===== config.mk =====
export PLATFORM = sky130hd
export DESIGN_NAME = mem_stage_access_ctrl
export DESIGN_NICKNAME = d
export VERILOG_FILES = /design/src/rtl/mem_stage_access_ctrl.sv
export SDC_FILE = /design/constraint.sdc
export NUM_CORES = 1
export LEC_CHECK = 0
export ABC_AREA = 1
export CAP_MARGIN = 20
export CORE_MARGIN = 2
export CORE_UTILIZATION = 64
export CTS_CLUSTER_DIAMETER = 150
export DETAILED_ROUTE_END_ITERATION = 12
export DONT_BUFFER_PORTS = 1
export GPL_TIMING_DRIVEN = 1
export PLACE_DENSITY = 0.8
export SYNTH_ARGS = -nofsm -noshare
export SYNTH_HDL_FRONTEND = slang
export SYNTH_SLANG_ARGS = --single-unit
export TNS_END_PERCENT = 100

===== constraint.sdc =====
create_clock -name CLK -period 2 [get_ports CLK]
set_clock_uncertainty 0.15 [all_clocks]
set_input_delay 0.1 -clock CLK [delete_from_list [all_inputs] [get_ports CLK]]
set_output_delay 0.1 -clock CLK [all_outputs]
set_load 0.005 [all_outputs]

===== src/rtl/mem_stage_access_ctrl.sv =====
// MEM-stage data-cache access controller: drives dcache requests from the EX/MEM latch,
// stalls until dhit, captures load data and suppresses re-issue while the pipeline is frozen.
module mem_stage_access_ctrl #(
    parameter int CNT_W   = 16,
    parameter int TIMEOUT = 64
) (
    input  logic             CLK,
    input  logic             RST,
    input  logic             ren_i,
    input  logic             wen_i,
    input  logic [31:0]      addr_i,
    input  logic [31:0]      store_i,
    input  logic             halt_i,
    input  logic             adv_i,
    input  logic             dhit,
    input  logic [31:0]      dmemload,
    output logic             dmemREN,
    output logic             dmemWEN,
    output logic [31:0]      dmemaddr,
    output logic [31:0]      dmemstore,
    output logic [31:0]      load_o,
    output logic             mem_stall,
    output logic             misalign_o,
    output logic             err_o,
    output logic             halt_o,
    output logic [CNT_W-1:0] stall_cnt
);

    typedef enum logic [1:0] {
        IDLE,
        ACCESS,
        HOLD,
        HALT
    } state_t;

    state_t            r_state;
    state_t            w_nextState;
    logic [31:0]       r_load;
    logic              r_misalign;
    logic              r_err;
    logic              r_halt;
    logic [CNT_W-1:0]  r_stallCnt;
    logic [31:0]       r_waitCnt;

    logic              w_op;
    logic              w_aligned;
    logic              w_reqState;
    logic              w_req;
    logic              w_capture;
    logic              w_misalign;
    logic              w_timeout;

    assign w_op       = ren_i | wen_i;
    assign w_aligned  = (addr_i[1:0] == 2'b00);
    assign w_reqState = (r_state == IDLE) || (r_state == ACCESS);
    assign w_req      = w_op & w_aligned & ~halt_i & w_reqState;

    // A simultaneous read and write is treated as a store.
    assign dmemREN    = w_req & ren_i & ~wen_i;
    assign dmemWEN    = w_req & wen_i;
    assign dmemaddr   = w_req ? addr_i  : 32'd0;
    assign dmemstore  = w_req ? store_i : 32'd0;
    assign mem_stall  = w_req & ~dhit;

    assign w_capture  = w_req & dhit & ren_i & ~wen_i;
    assign w_misalign = (r_state == IDLE) & ~halt_i & w_op & ~w_aligned;
    assign w_timeout  = (TIMEOUT != 0) && (r_state == ACCESS) && !dhit &&
                        (r_waitCnt == 32'(TIMEOUT - 1));

    assign load_o     = r_load;
    assign misalign_o = r_misalign;
    assign err_o      = r_err;
    assign halt_o     = r_halt;
    assign stall_cnt  = r_stallCnt;

    always_comb begin
        w_nextState = r_state;
        case (r_state)
            IDLE: begin
                if (halt_i)
                    w_nextState = HALT;
                else if (w_req && dhit)
                    w_nextState = adv_i ? IDLE : HOLD;
                else if (w_req)
                    w_nextState = ACCESS;
            end
            ACCESS: begin
                // If the latched operation vanishes, fall back and re-evaluate from IDLE.
                if (!w_req)
                    w_nextState = IDLE;
                else if (dhit)
                    w_nextState = adv_i ? IDLE : HOLD;
            end
            HOLD: begin
                if (adv_i)
                    w_nextState = IDLE;
            end
            HALT: w_nextState = HALT;
            default: w_nextState = IDLE;
        endcase
    end

    always_ff @(posedge CLK) begin
        if (RST) begin
            r_state    <= IDLE;
            r_load     <= 32'd0;
            r_misalign <= 1'b0;
            r_err      <= 1'b0;
            r_halt     <= 1'b0;
            r_stallCnt <= '0;
            r_waitCnt  <= 32'd0;
        end else begin
            r_state    <= w_nextState;
            r_misalign <= w_misalign;
            if (w_capture)
                r_load <= dmemload;
            if ((r_state == IDLE) && halt_i)
                r_halt <= 1'b1;
            if (w_timeout)
                r_err <= 1'b1;
            if (mem_stall && (r_stallCnt != {CNT_W{1'b1}}))
                r_stallCnt <= r_stallCnt + 1'b1;
            // Wait counter runs only inside ACCESS, so entering ACCESS always starts from zero.
            if (r_state != ACCESS)
                r_waitCnt <= 32'd0;
            else if (r_waitCnt != 32'hFFFF_FFFF)
                r_waitCnt <= r_waitCnt + 32'd1;
        end
    end

endmodule


After elaboration in Yosys (flattened, before gate mapping). Cells that the tools add are included. Widths: inputs -> output; s select.

Input port bits: 103. Register bits after elaboration: 85. Logic and storage cells: 58. Output and inout bits: 118.

Reductions and logical operators: 11. Equal/unequal tests: 10. Muxes and demuxes: 10. Add/sub/neg operators: 2. Bitwise gates (word level): 18.

Operators with widths (number): $mux 32 (2); $add 32x1->32 const B (1); $eq 32x6->1 const B (1); $ne 32x32->1 const B (1); $add 16x1->16 const B (1); $ne 16x16->1 const B (1); $mux 2 (7); $and 1x1->1 (13); $pmux 2 s4 (1); $logic_and 1x1->1 (5); $eq 2x2->1 const B (2); $logic_not 2->1 (2); $ne 4x3->1 const B (1); $not 1->1 (4); $ne 3x3->1 const B (1); $reduce_and 3->1 (1); $eq 2x1->1 const B (1); $ne 2x1->1 const B (1); $ne 2x2->1 const B (1); $reduce_or 2->1 (1); $logic_not 1->1 (1); $logic_or 1x1->1 (1); $or 1x1->1 (1).

Longest topological paths before layout. Gate-level depths: netlist (run 1).

Depth after elaboration: 8. Depth in mapped cells: 10. Depth with buffers taken out: 10.

Worst setup path before layout (run 1). OpenSTA, ideal clock, no wires.

Path kind: reg2reg. Start: register r_waitCnt[0]. End: register r_waitCnt[0]. Buffers on the path: 2. Setup time: 0.124 ns. Period minus slack after synthesis: 1.800 ns. Stages on the path, launching flop included: 11. Data arrival time: 1.526 ns. Required time: 1.726 ns. Path slack: 0.200 ns. Cells stage by stage: dfxtp_1 > ha_1 > nand2_2 > nor2_4 > nand2_4 > nor2_4 > nand2_2 > buf_6 > buf_6 > nand2_1 > a21oi_1.

Longest elaborated chain between the ends: 1. Elaborated cells on any way between the ends: 2. Classes of those cells: add/sub: 1; eq/ne: 1.

Ends and longest elaborated chain: from (decl) (RTL line 43) `logic [31:0] r_waitCnt;`; from (signal assigned) (RTL line 127) `r_waitCnt <= r_waitCnt + 32'd1;`; $add 32x1->32 / $ne 32x32->1 (equally long branches) (RTL line 127, 126).

Parallel ways exist; a longest one is shown, timed or not. A chain may end at the register's enable or synchronous reset.

Worst setup path in the final report (run 1).
Start: input port addr_i[0]. End: output port dmemstore[17].

Longest elaborated chain between the ends: 5.

Ends and longest elaborated chain: from (decl) (RTL line 11) `input logic [31:0] addr_i,`; $logic_not 2->1 (RTL line 54) `assign w_aligned = (addr_i[1:0] == 2'b00);`; $and 1x1->1 (3 in series) (RTL line 56) `assign w_req = w_op & w_aligned & ~halt_i & w_reqState;`; $mux 32 (RTL line 62) `assign dmemstore = w_req ? store_i : 32'd0;`; to (decl) (RTL line 20) `output logic [31:0] dmemstore,`.

Every way passes these cells.

==> results of run 1 <==
[state kept, by name, indices dropped and copies added, names as in the netlist]
name / cells
err_o: 1
r_state: 2
stall_cnt: 16
halt_o: 1
misalign_o: 1
r_waitCnt: 32
load_o: 32
[timing repair]
action | in CTS | in global routing
endpoints found under the setup margin | 0 | 9
gates resized for setup | 0 | 3
buffers inserted | 0 | 0
hold buffers | 40 | 0
endpoints found under the hold margin | 70 | 0
[worst register-to-register path: cells and delay by family, from the launching register on]
family / cells / cell delay (ns)
simple gates: 7 / 1.04
flops: 1 / 0.35
buf+inv: 3 / 0.24
[power by group through the flow]
stage                     Clock, mW  Combinational [mW]  Sequential [mW]
after floorplan                   0               0.249             1.79
after global placement            0               0.303             1.79
after detailed placement          0               0.314             1.80
after CTS                      1.23               0.387             1.76
after global routing           1.30               0.447             1.76
final                          1.22               0.399             1.76
[cell type report]
cell class / instances / area share, %
inverter: 156 / 10.0
sequential: 85 / 29.1
timing repair buffer: 59 / 9.57
multi-input combinational: 619 / 45.7
clock buffer: 9 / 2.12
tap: 102 / 2.18
antenna: 1 / 0.0428
clock inverter: 7 / 1.28
[kinds of logic (layout without fill, tap and decap cells)]
group	Yosys count	after routing	synth area share (%)
other	1	3	0.0737
buffers and inverters	184	231	14.3
AND/OR/NAND/NOR	568	568	45.5
XOR/XNOR	13	13	2.24
flip-flops	85	85	33.5
AO/OA/AOI/OAI	34	34	3.94
adder cells (fa/ha/maj)	2	2	0.492
[how the worst min path moves through the flow]
| stage | to | cells past startpoint | slack (ns) | startpoint |
|---|---|---|---|---|
| 2_1_floorplan | mem_stall | 1 | 0.08 | dhit |
| 3_3_place_gp | stall_cnt[9] | 1 | 0.02 | RST |
| 3_5_place_dp | stall_cnt[7] | 1 | 0.02 | RST |
| 4_1_cts | load_o[8] | 3 | 0.002 | RST |
| 5_1_grt | load_o[8] | 3 | 0.03 | RST |
| 6_report | load_o[8] | 3 | 0.01 | RST |
[cells in the final DEF (no fill, tap or decap), types with 3 or more instances in the layout]
cell | synthesis | layout
a21oi_1 | 16 | 16
inv_8 | 0 | 3
nand2_1 | 261 | 261
nand3_1 | 42 | 41
nor2_1 | 226 | 224
xor2_1 | 9 | 9
nand4_1 | 7 | 7
xnor2_1 | 4 | 4
buf_4 | 3 | 17
nand3b_1 | 12 | 12
nor2_4 | 3 | 3
a21oi_2 | 3 | 3
a31oi_1 | 3 | 3
clkbuf_8 | 0 | 9
nand2_2 | 3 | 3
dfxtp_1 | 85 | 85
o21ai_0 | 10 | 10
inv_1 | 154 | 154
nor3_1 | 8 | 8
dlygate4sd3_1 | 0 | 40
nor2_2 | 3 | 5
[per-layer routing]
layer | vias up | track usage [%] | part of all wire, %
li1 | 2716 | - | -
met1 | 2507 | 42.0 | 39
met2 | 279 | 62.9 | 49
met3 | 45 | 8.06 | 8.5
met4 | 0 | 17.2 | 3.3
met5 | - | 0 | 0
[stage by stage]
step           power [mW]  std cells  hold slack, ns
4_1_cts              3.37       1037         0.00219
6_report             3.38       1038          0.0133
5_1_grt              3.51       1037          0.0325
3_5_place_dp         2.11        981          0.0243
2_1_floorplan        2.04        888          0.0797
3_3_place_gp         2.10        981          0.0223
==> flow_metrics.tcl, run 1 <==
set metrics [dict create \
    outcome "finished clean" \
    crit_path_end_kind "primary output" \
    seq_power_share_pct 52.0 \
    slew_violations 0 \
    place_ws_ns 0.257 \
    final_cell_area_um2 5850 \
    cp_max_fo 65 \
    grt_pass1_wl_um 24900 \
    report.final.hold_viol_count 0 \
    worst_pin_slew_ns 0.700 \
    async_reset_ff_share_pct 0 \
    post-dp-hpwl_um 11200 \
    crit_cells 7 \
    initial_core_util_pct 65.8 \
    ioPinCount 221 \
    clkPwrFrac_pct 36.2 \
    clk_pin_slew_worst_paths_ns 0.11 \
    htree_levels 3 \
    critical_path.startpoint_type "primary input" \
    io_buffers 0 \
    numCtsBuffers 9 \
    crit_top_cell "nor2_1" \
    ir_worst_vdd_mv 0.403 \
    drc 0 \
    worst-r2r-setup-slack_ns 0.13 \
    reg2reg_depth 10 \
    setup-tns-final_ns 0 \
    clk_path_buf_depth 2 \
    cp_data_arrival_time_ns 1.69 \
    clock_latency_ns 0.36 \
    ys.flop_type "dfxtp_1" \
    rsz0062_at_grt "no" \
    fp.dieH_um 93.1 \
    crit_chain "dlygate4sd3_1 > inv_1 > nand2_1 > nor2_1 > nand3_2 > buf_6 > nor2_1" \
    worst_slack_ns 0.0567 \
    syn-cell-area_um2 5080 \
    grt_util_all_layers_pct 36.1 \
    yosysTopAreaCellShare_pct 33.5 \
    dieWidth_um 93.1 \
    crit_family "buffers and inverters" \
    fin_crit_sh_pct 97.2 \
    cp.required_ns 1.75 \
    ys_seq_area_share_pct 33.5 \
    cts-root-buf "clkbuf_8" \
    syn_avg_cell_area_um2 5.73 \
    powerDensity_nw_per_um2 578 \
    gp_congestion 0.989 \
    synth_seq_cells 85 \
    multiInputGateArea_um2 2670 \
    antenna_left 0 \
    grt_start_max_net_pins 66 \
    crit_path_top_delay_cell "dlygate4sd3_1" \
    r2r-end "r_waitCnt[31]" \
    drive_gt1_share_pct 5.99 \
    endpoint "dmemstore[17]" \
    wl_per_cell_um 15.1 \
    slew_headroom_pct 53.2 \
    dr.pass1.iters 5 \
    antenna_found_initial 0 \
    fin_nets 1035 \
    maxCapViolCount 0 \
    combPwrFrac_pct 11.8 \
    synth-edff-count 0 \
    core-area_um2 7730 \
    synth_warnings 0 \
    fin_util_pct 75.6 \
    fill_cells 637 \
    die_area_um2 8670 \
    synth_most_common_cell "nand2_1" \
    critPathKind "in2out" \
    max_freq_mhz 515 \
    max_stage_delay_ns 0.53 \
    internal_power_mw 2.36 \
    crit_buf_inv 3 \
    setup_viol 0 \
    p_sw_share_pct 30.2 \
    power_leakage_nw 2.89 \
    dpl_cell_area_um2 5240 \
    crit_start "addr_i[0]" \
    overflow 0 \
    clock-sinks 85 \
    vias_per_cell 5.34 \
    synth_top_cell_by_area "dfxtp_1" \
    tritoncts "done" \
    r2r-start "r_waitCnt[0]" \
    drt_iter0_drc 423 \
    switching_power_mw 1.02 \
    synthTopCellsByCount "nand2_1, nor2_1, inv_1" \
    ys_types 29 \
    rows 32 \
    grt_pass1_vias 5207 \
    syn_inst 887 \
    area_growth_pct 15.0 \
    fin_crit_ns 1.94 \
    ys_top_cells_by_area "dfxtp_1, nand2_1, nor2_1" \
    dr_total_vias 5547 \
    seqCellArea_um2 1700 \
    routed_wl_um 15700 \
    hp-class "in2reg" \
]
(Power assumes the default switching activity.)
==> run 2: changes to the inputs <==
--- a/config.mk
+++ b/config.mk
@@ -8,12 +8,12 @@
 export ABC_AREA = 1
 export CAP_MARGIN = 20
 export CORE_MARGIN = 2
-export CORE_UTILIZATION = 64
+export CORE_UTILIZATION = 55
 export CTS_CLUSTER_DIAMETER = 150
 export DETAILED_ROUTE_END_ITERATION = 12
 export DONT_BUFFER_PORTS = 1
 export GPL_TIMING_DRIVEN = 1
-export PLACE_DENSITY = 0.8
+export PLACE_DENSITY = 0.7
 export SYNTH_ARGS = -nofsm -noshare
 export SYNTH_HDL_FRONTEND = slang
 export SYNTH_SLANG_ARGS = --single-unit
==> run 2 against run 1 <==
Net effect:
- via count decreased by 2.6%
- non-clock buffer count increased by 3
- fmax increased by 1.1%
- worst hold slack improved by 0.0020 ns
- sequential share of layout area decreased by 0.26 points
- critical path depth unchanged
- global-route usage decreased by 5.7 points
- design area increased by 0.90%
- register-to-register slack improved by 0.07 ns
- largest cell class unchanged
- largest power group unchanged
- highest routed layer unchanged
==> flow_metrics.tcl, run 2 (synthesis results as in run 1) <==
set metrics [dict create \
    critical_path.startpoint_type "primary input" \
    cp_max_fo 65 \
    crit_path_end_kind "primary output" \
    fin_crit_ns 1.92 \
    rows 35 \
    dieWidth_um 100 \
    fill_cells 852 \
    dr_total_vias 5403 \
    slew_violations 0 \
    setup_viol 0 \
    n_antenna_cell 0 \
    gp_congestion 1.14 \
    maxCapViolCount 0 \
    cp_data_arrival_time_ns 1.67 \
    min_path_cells 3 \
    area_growth_pct 16.0 \
    grt_pass1_wl_um 24100 \
    holdCritStartpoint "RST" \
    post-dp-hpwl_um 11600 \
    overflow 0 \
    antenna_found_initial 0 \
    ir_worst_vdd_mv 0.429 \
    fp.dieH_um 100 \
    clock-sinks 85 \
    tritoncts "done" \
    antenna_left 0 \
    numCtsBuffers 9 \
    grt_pass1_vias 4955 \
    drc 0 \
    die_area_um2 10000 \
    final_cell_mix "nand2_1, nor2_1, inv_1" \
    io_buffers 0 \
    wl_met1_um 6200 \
    dr.pass1.iters 6 \
    slew_headroom_pct 54.3 \
    hp-class "in2reg" \
    multiInputGateArea_um2 2700 \
    htree_levels 3 \
    ioPinCount 221 \
    cp.required_ns 1.75 \
    initial_core_util_pct 55.8 \
    p_total_mw 3.40 \
    r2r-end "r_waitCnt[22]" \
    wl_per_cell_um 14.8 \
    drt_iter0_drc 315 \
    reg2reg_depth 10 \
    cts-root-buf "clkbuf_8" \
    grt_start_max_net_pins 66 \
    drive_gt1_share_pct 7.04 \
    core-area_um2 9110 \
    outcome "finished clean" \
    worst_pin_slew_ns 0.684 \
    vias_per_cell 5.15 \
    fin_nets 1038 \
    post-cts-setup-buffers 0 \
    layout_commonest_cell "nand2_1" \
    fin_crit_sh_pct 96.1 \
    met3_length_um 1350 \
    highest_layer "met4" \
    seqCellArea_um2 1700 \
    clock_latency_ns 0.36 \
    clk_path_buf_depth 2 \
    rsz0062_at_grt "yes" \
    critPathKind "in2out" \
    fin_util_pct 64.8 \
    report.final.hold_viol_count 0 \
    holdPathEnd "load_o[17]" \
    clk_pin_slew_worst_paths_ns 0.11 \
    r2r-start "r_waitCnt[1]" \
    grt_util_all_layers_pct 30.4 \
    routed_wl_um 15500 \
    powerDensity_nw_per_um2 576 \
    wl_met2_um 7330 \
    worst-r2r-setup-slack_ns 0.20 \
    power_leakage_nw 2.91 \
    max_freq_mhz 520 \
]
==> run 2: stage by stage <==
stage / worst slack [ns] / std cells / TNS (ns) / hold slack (ns) / area [um^2]
finish: 0.0771 / 1049 / 0 / 0.0153 / 5900
global route: -0.0264 / 1049 / -0.0985 / 0.0335 / 5900
CTS: 0.00539 / 1049 / 0 / 0.00146 / 5860
detailed placement: 0.248 / 992 / 0 / 0.0236 / 5250
global placement: 0.278 / 992 / 0 / 0.0212 / 5250
floorplan: 0.200 / 888 / 0 / 0.0797 / 5090
==> run 2: critical path, cell delays in order <==
cell           delay [ns]
dlygate4sd3_1        0.56
inv_1                0.06
nand2_1              0.05
nor2_1               0.20
nand3_2              0.13
buf_6                0.26
nor2_2               0.29
==> run 2: timing repair <==
item / 4_1_cts / 5_1_grt
hold endpoints to repair: 70 / 0
gates resized for setup: 0 / 13
hold buffers: 41 / 0
endpoints found under the setup margin: 0 / 24
==> run 2: layout make-up <==
type / count / share of cell area, %
repair buffers: 62 / 9.69
flip-flops and latches: 85 / 28.9
well taps: 111 / 2.35
multi-input cells: 619 / 45.8
inverters: 156 / 9.93
clock buffers: 9 / 2.10
clock inverters: 7 / 1.25
==> run 2: layer usage <==
layer  GRT usage (%)  up-vias
met3            8.15       39
li1                -     2714
met2            49.4      252
met1            36.2     2398
met5               0        -
met4            17.6        0
==> run 2: worst max path at each step <==
stage / from / end / slack (ns) / depth (start not counted)
finish: addr_i[1] / dmemaddr[15] / 0.08 / 7
global route: addr_i[1] / dmemaddr[15] / -0.03 / 7
CTS: addr_i[1] / dmemstore[2] / 0.005 / 7
detailed placement: r_waitCnt[1] / r_waitCnt[30] / 0.25 / 10
global placement: stall_cnt[0] / stall_cnt[1] / 0.28 / 9
floorplan: r_waitCnt[0] / r_waitCnt[0] / 0.20 / 10
==> run 2: power breakdown <==
| part | total (mW) | switching (mW) | internal, mW |
|---|---|---|---|
| combinational | 0.402 | 0.258 | 0.144 |
| sequential | 1.76 | 0.0337 | 1.72 |
| clock | 1.24 | 0.741 | 0.500 |
| total | 3.40 | 1.03 | 2.37 |
==> run 3: changes to the inputs <==
--- a/config.mk
+++ b/config.mk
@@ -8,12 +8,12 @@
 export ABC_AREA = 1
 export CAP_MARGIN = 20
 export CORE_MARGIN = 2
-export CORE_UTILIZATION = 55
+export CORE_UTILIZATION = 60
 export CTS_CLUSTER_DIAMETER = 150
 export DETAILED_ROUTE_END_ITERATION = 12
 export DONT_BUFFER_PORTS = 1
-export GPL_TIMING_DRIVEN = 1
-export PLACE_DENSITY = 0.7
+export GPL_TIMING_DRIVEN = 0
+export PLACE_DENSITY = 0.76
 export SYNTH_ARGS = -nofsm -noshare
 export SYNTH_HDL_FRONTEND = slang
 export SYNTH_SLANG_ARGS = --single-unit
==> run 3 against run 2 <==
Net effect:
- clock power is 6% higher
- register-to-register slack got worse by 0.12 ns
- combinational power is 4% higher
- global-route usage is 1.2 points higher
- worst hold slack worse by 0.012 ns
- design area rose by 1.2%
- setup slack got worse by 0.049 ns
- sequential share of layout area shrank 0.23 points
- critical path type is now in2reg
==> flow_metrics.tcl, run 3 (synthesis results as in run 1) <==
set metrics [dict create \
    antenna_left 0 \
    dp_cells 993 \
    grt_start_max_net_pins 18 \
    drive_gt1_share_pct 8.14 \
    outcome "finished clean" \
    grt_util_all_layers_pct 31.7 \
    powerDensity_nw_per_um2 588 \
    crit_path_top_delay_cell "dlygate4sd3_1" \
    cp_max_fo 3 \
    crit_chain "dlygate4sd3_1 > nor2_1 > dlygate4sd3_1 > nor4_1 > dlygate4sd3_1" \
    grt_pass1_vias 4933 \
    clock_latency_ns 0.36 \
    area_growth_pct 17.4 \
    clk_path_buf_depth 2 \
    min_path_cells 2 \
    layout_commonest_cell "nand2_1" \
    dr.pass1.iters 5 \
    wl_per_cell_um 14.0 \
    seqCellArea_um2 1710 \
    tritoncts "done" \
    fin_crit_ns 1.97 \
    clk_pin_slew_worst_paths_ns 0.10 \
    ir_worst_vdd_mv 0.319 \
    max_freq_mhz 507 \
    drc 0 \
    worst_slack_ns 0.0284 \
    critical_path.startpoint_type "primary input" \
    final_cell_mix "nand2_1, nor2_1, inv_1" \
    worst-r2r-setup-slack_ns 0.08 \
    report.final.hold_viol_count 0 \
    crit_top_cell "dlygate4sd3_1" \
    multiInputGateArea_um2 2760 \
    holdWs_ns 0.00372 \
    antenna_found_initial 0 \
    p_total_mw 3.51 \
    post-dp-hpwl_um 10900 \
    dpl_cell_area_um2 5220 \
    fp.dieH_um 96.1 \
    final_cell_area_um2 5970 \
    place_ws_ns -0.144 \
    fin_crit_sh_pct 98.6 \
    dr_total_vias 5424 \
    io_buffers 0 \
    maxCapViolCount 0 \
    setup_viol 0 \
    hp-class "in2reg" \
    numCtsBuffers 9 \
    initial_core_util_pct 61.9 \
    crit_path_end_kind "flip-flop" \
    fin_cells 1051 \
    max_stage_delay_ns 0.60 \
    htree_levels 3 \
    n_antenna_cell 0 \
    drt_iter0_drc 302 \
    clock-sinks 85 \
    cts-root-buf "clkbuf_8" \
    cp.required_ns 2.16 \
    overflow 0 \
    core-area_um2 8220 \
    cp_data_arrival_time_ns 2.13 \
    vias_per_cell 5.16 \
    fill_cells 702 \
    dieWidth_um 96.1 \
    gp_congestion 0.981 \
    power_leakage_nw 2.89 \
    critPathKind "in2reg" \
    die_area_um2 9230 \
    rows 33 \
    slew_violations 0 \
    ioPinCount 221 \
    grt_pass1_wl_um 23000 \
    fin_nets 1046 \
    reg2reg_depth 10 \
    routed_wl_um 14700 \
]
run 3: changes by cell type in the layout (fill, tap and decap cells not counted), sizes merged:
cell / delta
clkbuf: +15
clkinv: -2
bufinv: +1
buf: -7
clkinvlp: +1
run 3: critical path, delay by kind of cell:
kind	cells	cell delay [ns]
and+or+nand+nor	2	0.35
buffers and inverters	3	1.68
run 3: routing by layer:
layer | vias up | part of all wire [%] | global-route usage, %
met1 | 2400 | 39 | 37.5
met2 | 251 | 51 | 53.1
met5 | - | 0 | 0
li1 | 2735 | - | -
met4 | 0 | 2.6 | 16.2
met3 | 38 | 7.6 | 7.60
run 3: what timing repair did:
action	4_1_cts	5_1_grt
buffers inserted	1	0
hold buffers	39	2
endpoints found under the hold margin	45	4
resized for setup	3	40
setup endpoints to repair	32	90
gates cloned	0	0
pin swaps	1	0
run 3: final timing paths:
check / endpoint / start
setup / recovery: misalign_o / wen_i
hold / removal: stall_cnt[15] / RST
setup reg to reg: r_waitCnt[1] / r_waitCnt[0]
hold reg to reg: err_o / err_o
run 3: stage by stage:
step	utilization, %	setup TNS (ns)
after CTS	71.0	0
after detailed placement	63.5	-1.69
final	72.6	0
after global routing	72.6	-0.0387
after floorplan	-	0
after global placement	63.5	-1.51
run 3: where the power goes:
| group | leakage, nW | switching [mW] | internal [mW] |
|---|---|---|---|
| logic | 2.10 | 0.267 | 0.152 |
| registers | 0.687 | 0.0432 | 1.72 |
| clock network | 0.106 | 0.708 | 0.613 |
| total | 2.89 | 1.02 | 2.49 |
run 3: cell type report:
class                      count  share of cell area [%]
tap                          105                    2.20
clock buffer                   9                    2.08
inverter                     156                    9.81
sequential                    85                    28.6
multi-input combinational    619                    46.2
timing repair buffer          42                    7.00
buffer                        28                    2.62
clock inverter                 7                    1.49
